[src/rtl/add_seq_ctrl_if.sv]
// Requester, consumer and shared-adder signals of the byte-serial add/sub sequencer.
interface add_seq_ctrl_if #(
  parameter int unsigned BYTES = 4
);
  localparam int unsigned W = 8 * BYTES;

  logic         in_valid;
  logic         in_ready;
  logic         op;
  logic [W-1:0] a;
  logic [W-1:0] b;
  logic         cin;
  logic         out_valid;
  logic         out_ready;
  logic [W-1:0] result;
  logic         cout;
  logic         ovf;
  logic [7:0]   adder_x;
  logic [7:0]   adder_y;
  logic         adder_cin;
  logic [7:0]   adder_sum;
  logic         adder_cout;

  // Sequencer side
  modport slave (
    input  in_valid, op, a, b, cin, out_ready, adder_sum, adder_cout,
    output in_ready, out_valid, result, cout, ovf, adder_x, adder_y, adder_cin
  );

  // Requester / consumer / adder side
  modport master (
    output in_valid, op, a, b, cin, out_ready, adder_sum, adder_cout,
    input  in_ready, out_valid, result, cout, ovf, adder_x, adder_y, adder_cin
  );
endinterface

[src/rtl/add_seq_ctrl.sv]
// Byte-serial sequencer: walks an external 8-bit adder LSB-first to add or
// subtract BYTES-wide operands, returning result, carry-out and signed overflow.
module add_seq_ctrl #(
  parameter int unsigned BYTES = 4
) (
  input  logic          clk,
  input  logic          rst_n,
  add_seq_ctrl_if.slave io
);

  localparam int unsigned IDX_W = (BYTES > 1) ? $clog2(BYTES) : 1;
  localparam int unsigned LAST  = BYTES - 1;

  typedef enum logic [1:0] {
    S_IDLE = 2'd0,
    S_RUN  = 2'd1,
    S_DONE = 2'd2
  } state_t;

  state_t                  r_state;
  logic [BYTES-1:0][7:0]   r_a;
  logic [BYTES-1:0][7:0]   r_b;
  logic [BYTES-1:0][7:0]   r_result;
  logic [IDX_W-1:0]        r_idx;
  logic                    r_carry;
  logic                    r_cout;
  logic                    r_ovf;

  logic                    w_run;
  logic                    w_last;

  assign w_run  = rst_n && (r_state == S_RUN);
  assign w_last = (r_idx == IDX_W'(LAST));

  // Subtract is a + ~b + 1, so B is stored inverted and the carry seeded with 1.
  always_ff @(posedge clk) begin
    if (!rst_n) begin
      r_state  <= S_IDLE;
      r_a      <= '0;
      r_b      <= '0;
      r_result <= '0;
      r_idx    <= '0;
      r_carry  <= 1'b0;
      r_cout   <= 1'b0;
      r_ovf    <= 1'b0;
    end else begin
      case (r_state)
        S_IDLE: begin
          if (io.in_valid) begin
            r_a      <= io.a;
            r_b      <= io.op ? ~io.b : io.b;
            r_carry  <= io.op ? 1'b1 : io.cin;
            r_idx    <= '0;
            r_result <= '0;
            r_state  <= S_RUN;
          end
        end
        S_RUN: begin
          r_result[r_idx] <= io.adder_sum;
          r_carry         <= io.adder_cout;
          if (w_last) begin
            r_cout  <= io.adder_cout;
            r_ovf   <= (r_a[LAST][7] == r_b[LAST][7]) &&
                       (io.adder_sum[7] != r_a[LAST][7]);
            r_idx   <= '0;
            r_state <= S_DONE;
          end else begin
            r_idx <= r_idx + IDX_W'(1);
          end
        end
        S_DONE: begin
          if (io.out_ready) begin
            r_state <= S_IDLE;
          end
        end
        default: r_state <= S_IDLE;
      endcase
    end
  end

  // Handshake flags are also qualified by rst_n so nothing is offered while reset is held.
  assign io.in_ready  = rst_n && (r_state == S_IDLE);
  assign io.out_valid = rst_n && (r_state == S_DONE);
  assign io.result    = r_result;
  assign io.cout      = r_cout;
  assign io.ovf       = r_ovf;

  assign io.adder_x   = w_run ? r_a[r_idx] : 8'h00;
  assign io.adder_y   = w_run ? r_b[r_idx] : 8'h00;
  assign io.adder_cin = w_run ? r_carry    : 1'b0;

endmodule

[src/flat_wrapper.sv]
// flat-port wrapper written by rule: the top's interface ports become plain ports
module add_seq_ctrl_flat 
#(
  parameter int unsigned BYTES = 4
)
  (clk, rst_n, io_in_valid, io_op, io_a, io_b, io_cin, io_out_ready, io_adder_sum, io_adder_cout, io_in_ready, io_out_valid, io_result, io_cout, io_ovf, io_adder_x, io_adder_y, io_adder_cin);
  add_seq_ctrl_if #(.BYTES(BYTES)) io_i ();
  input  logic clk;
  input  logic rst_n;
  input wire logic [$bits(io_i.in_valid)-1:0] io_in_valid;
  input wire logic [$bits(io_i.op)-1:0] io_op;
  input wire logic [$bits(io_i.a)-1:0] io_a;
  input wire logic [$bits(io_i.b)-1:0] io_b;
  input wire logic [$bits(io_i.cin)-1:0] io_cin;
  input wire logic [$bits(io_i.out_ready)-1:0] io_out_ready;
  input wire logic [$bits(io_i.adder_sum)-1:0] io_adder_sum;
  input wire logic [$bits(io_i.adder_cout)-1:0] io_adder_cout;
  output wire logic [$bits(io_i.in_ready)-1:0] io_in_ready;
  output wire logic [$bits(io_i.out_valid)-1:0] io_out_valid;
  output wire logic [$bits(io_i.result)-1:0] io_result;
  output wire logic [$bits(io_i.cout)-1:0] io_cout;
  output wire logic [$bits(io_i.ovf)-1:0] io_ovf;
  output wire logic [$bits(io_i.adder_x)-1:0] io_adder_x;
  output wire logic [$bits(io_i.adder_y)-1:0] io_adder_y;
  output wire logic [$bits(io_i.adder_cin)-1:0] io_adder_cin;
  assign io_i.in_valid = io_in_valid;
  assign io_i.op = io_op;
  assign io_i.a = io_a;
  assign io_i.b = io_b;
  assign io_i.cin = io_cin;
  assign io_i.out_ready = io_out_ready;
  assign io_i.adder_sum = io_adder_sum;
  assign io_i.adder_cout = io_adder_cout;
  assign io_in_ready = io_i.in_ready;
  assign io_out_valid = io_i.out_valid;
  assign io_result = io_i.result;
  assign io_cout = io_i.cout;
  assign io_ovf = io_i.ovf;
  assign io_adder_x = io_i.adder_x;
  assign io_adder_y = io_i.adder_y;
  assign io_adder_cin = io_i.adder_cin;
  add_seq_ctrl #(.BYTES(BYTES)) u_core (.clk(clk), .rst_n(rst_n), .io(io_i));
endmodule
[config.mk]
export PLATFORM = sky130hd
export DESIGN_NAME = add_seq_ctrl_flat
export DESIGN_NICKNAME = d
export VERILOG_FILES = /design/src/rtl/add_seq_ctrl_if.sv /design/src/rtl/add_seq_ctrl.sv /design/src/flat_wrapper.sv
export SDC_FILE = /design/constraint.sdc
export NUM_CORES = 1
export LEC_CHECK = 0
export BUFFER_PORTS_ARGS = -buffer_cell sky130_fd_sc_hd__buf_2
export CAP_MARGIN = 0
export CORE_ASPECT_RATIO = 2
export CORE_UTILIZATION = 56
export CTS_CLUSTER_DIAMETER = 60
export DETAILED_ROUTE_END_ITERATION = 10
export PLACE_DENSITY_LB_ADDON = 0.05
export SYNTH_ARGS = -nofsm -noshare
export SYNTH_HDL_FRONTEND = slang
export SYNTH_SLANG_ARGS = --single-unit
[constraint.sdc]
create_clock -name clk -period 4.6 [get_ports clk]
set_input_delay 0.23 -clock clk [delete_from_list [all_inputs] [get_ports clk]]
set_output_delay 0.23 -clock clk [all_outputs]
set_load 0.05 [all_outputs]
==> results.ini <==
[route]
vias=3909
drtPass1Iterations=4
antenna_left=0
vias_per_cell=5.54
drtIter0Drc=141
routed_wl_mm=10.9
routedWlPerCell_microns=15.4
drc_errors=0

[floorplan]
dieWidth_microns=66.9
core_sq_mm=0.00823
io-pin-count=132
die_h_microns=132
start_util=0.572
rows=47
die_area_sq_mm=0.00881

[cells_and_area]
finalCoreUtilization=0.684
nFillCells=724
syn_to_final_growth_pct=19.5
instances_no_fill=705
mostFrequentLayoutCell=nand2_1
final_cell_mix=nand2_1 (137), buf_2 (130), dfxtp_1 (103)
drive_above_1_share=0.292
nets=686
diodes=0

[clock_network]
h-tree-depth=3
cts_setup_buffers=0
clk_pin_slew_ns=0.07
insertion_delay_ns=0.34
cts_tree=yes
cts-root-buf=clkbuf_16
cts_buffer_depth=2
postCtsResizedCells=0
holdBufCountCts=0
cts.sinks=103
numCtsBuffers=9

[sta]
period_needed_ns=2.51
period_share=0.547
hold_viol_final=0
fmax_mhz=398
rsz0062_at_grt=no
worst_slew_pin_slew_ns=1.20
finalSetupViolCount=0
fin_setup_tns_ns=0
skew_ns=0.00419
hold_ws_ns=0.120
relSlewSlack=0.201
report.final.slew_viol_count=0

[run_status]
status=completed

[setup_path]
path_class=flop to output port
required_ns=4.37
cp_max_fo=13
worstSetupEndpointType=output port
worst-endpoint-arrival_ns=2.28
start_kind=flop

[pwr]
p_per_area_mw_per_mm2=357
seq_power_share=0.485
power.switching_mw=0.508
ir_worst_vdd_mv=0.368
p_leak_nw=2.72
p_int_mw=1.50
power_mw=2.01
power_frac_comb=0.146
sw_frac_of_total=0.252
clkPwrFrac=0.369

[place]
placed_cells=689
dp_hpwl_mm=7.86
place_congestion=0.784
portBuffers=131

[synth]
synth_seq_area_share=0.438
synth_cell_types=34
synth_top_area_frac=0.438
syn-num-nets=579
yosys.area.top_type=dfxtp_1
ys_ff_latch=103
async_reset_ff_frac=0
syn_area_sq_mm=0.00471
synth_edf_count=0
ys_warn_count=0
yosys_most_used_dff=dfxtp_1
synthTopCellsByArea=dfxtp_1 (44%), nand2_1 (11%), mux4_2 (7.6%)
avgSynthCellArea_sq_um=9.52
synthCells=495

[grt]
overflow=0
antenna_found_initial=0
grt_pass1_vias=3584
grt_max_degree=83
grt_pass1_wl_mm=16.9
grt_usage=0.256

[min_path]
hp-class=primary input to flop

[run]
drv_cap=0

layer usage:
layer  wire length, microns  track usage
met1                   4120        0.277
met2                   5930        0.461
met3                    513       0.0469
met4                    297        0.113
met5                      0            0
flip-flops by register name (all words and copies together) (netlist names):
register / flops
u_core.io.ovf: 1
u_core.r_carry: 1
u_core.r_a: 32
u_core.r_b: 32
u_core.r_state: 2
u_core.r_idx: 2
u_core.io.result: 32
u_core.io.cout: 1
critical path: stages, from the launching register on:
cell and delay (ns):
dfxtp_1 0.64, buf_4 0.35, mux4_2 0.53, and3_1 0.20, buf_2 0.21
through the flow:
step | area [sq um] | setup slack, ns
after floorplan | 4710 | 2.54
after global placement | 5340 | 2.37
after detailed placement | 5340 | 2.24
after CTS | 5630 | 2.05
after global routing | 5630 | 1.98
final | 5630 | 2.09
synth_stat cells, types with 2 or more instances:
master	instances
a21boi_0	21
a21boi_1	11
a21oi_1	3
a22oi_1	2
and3_1	17
and3b_1	3
buf_1	2
buf_2	17
buf_4	9
clkbuf_1	14
dfxtp_1	103
ha_1	5
inv_1	2
mux2i_1	9
mux4_2	16
nand2_1	137
nand2_2	4
nand2b_1	3
nand3_1	8
nand3b_2	3
nor2_1	4
nor2b_1	4
nor3b_1	2
o211a_1	32
o22ai_1	24
xnor2_1	32
final timing paths:
path         slack, ns  cells past startpoint                          endpoint                            from
min reg2reg       0.45                      2       u_core.r_a[16]$_SDFFE_PN0P_     u_core.r_a[16]$_SDFFE_PN0P_
max               2.09                      4                     io_adder_y[5]    u_core.r_idx[0]$_SDFFE_PN0P_
max reg2reg       2.25                      3  u_core.io.result[3]$_SDFFE_PN0P_  u_core.r_state[0]$_SDFFE_PN0P_
min               0.12                      3       u_core.r_a[20]$_SDFFE_PN0P_                        io_a[20]
layout make-up:
class / count / area [sq um] / share of cell area
tap: 98 / 123 / 0.0218
timing repair buffer: 138 / 711 / 0.126
multi-input combinational: 348 / 2430 / 0.433
inverter: 2 / 7.51 / 0.00133
clock buffer: 12 / 246 / 0.0438
clock inverter: 4 / 45.0 / 0.00800
sequential: 103 / 2060 / 0.366
power groups by stage:
stage	clock (mW)	sequential, mW	combinational (mW)
2_1_floorplan	0	0.999	0.206
3_3_place_gp	0	0.990	0.289
3_5_place_dp	0	0.995	0.297
4_1_cts	0.761	0.975	0.297
5_1_grt	0.798	0.981	0.321
6_report	0.743	0.975	0.294
cell families after synthesis:
family | count (synthesis) | share of synthesized area
XOR/XNOR | 32 | 0.0595
adder cells (fa/ha/maj) | 5 | 0.0133
AO/OA/AOI/OAI | 99 | 0.169
buffers and inverters | 44 | 0.0467
AND/OR/NAND/NOR | 187 | 0.178
flip-flops | 103 | 0.438
multiplexers | 25 | 0.0956
No activity file was read; power rests on OpenSTA's default activity.
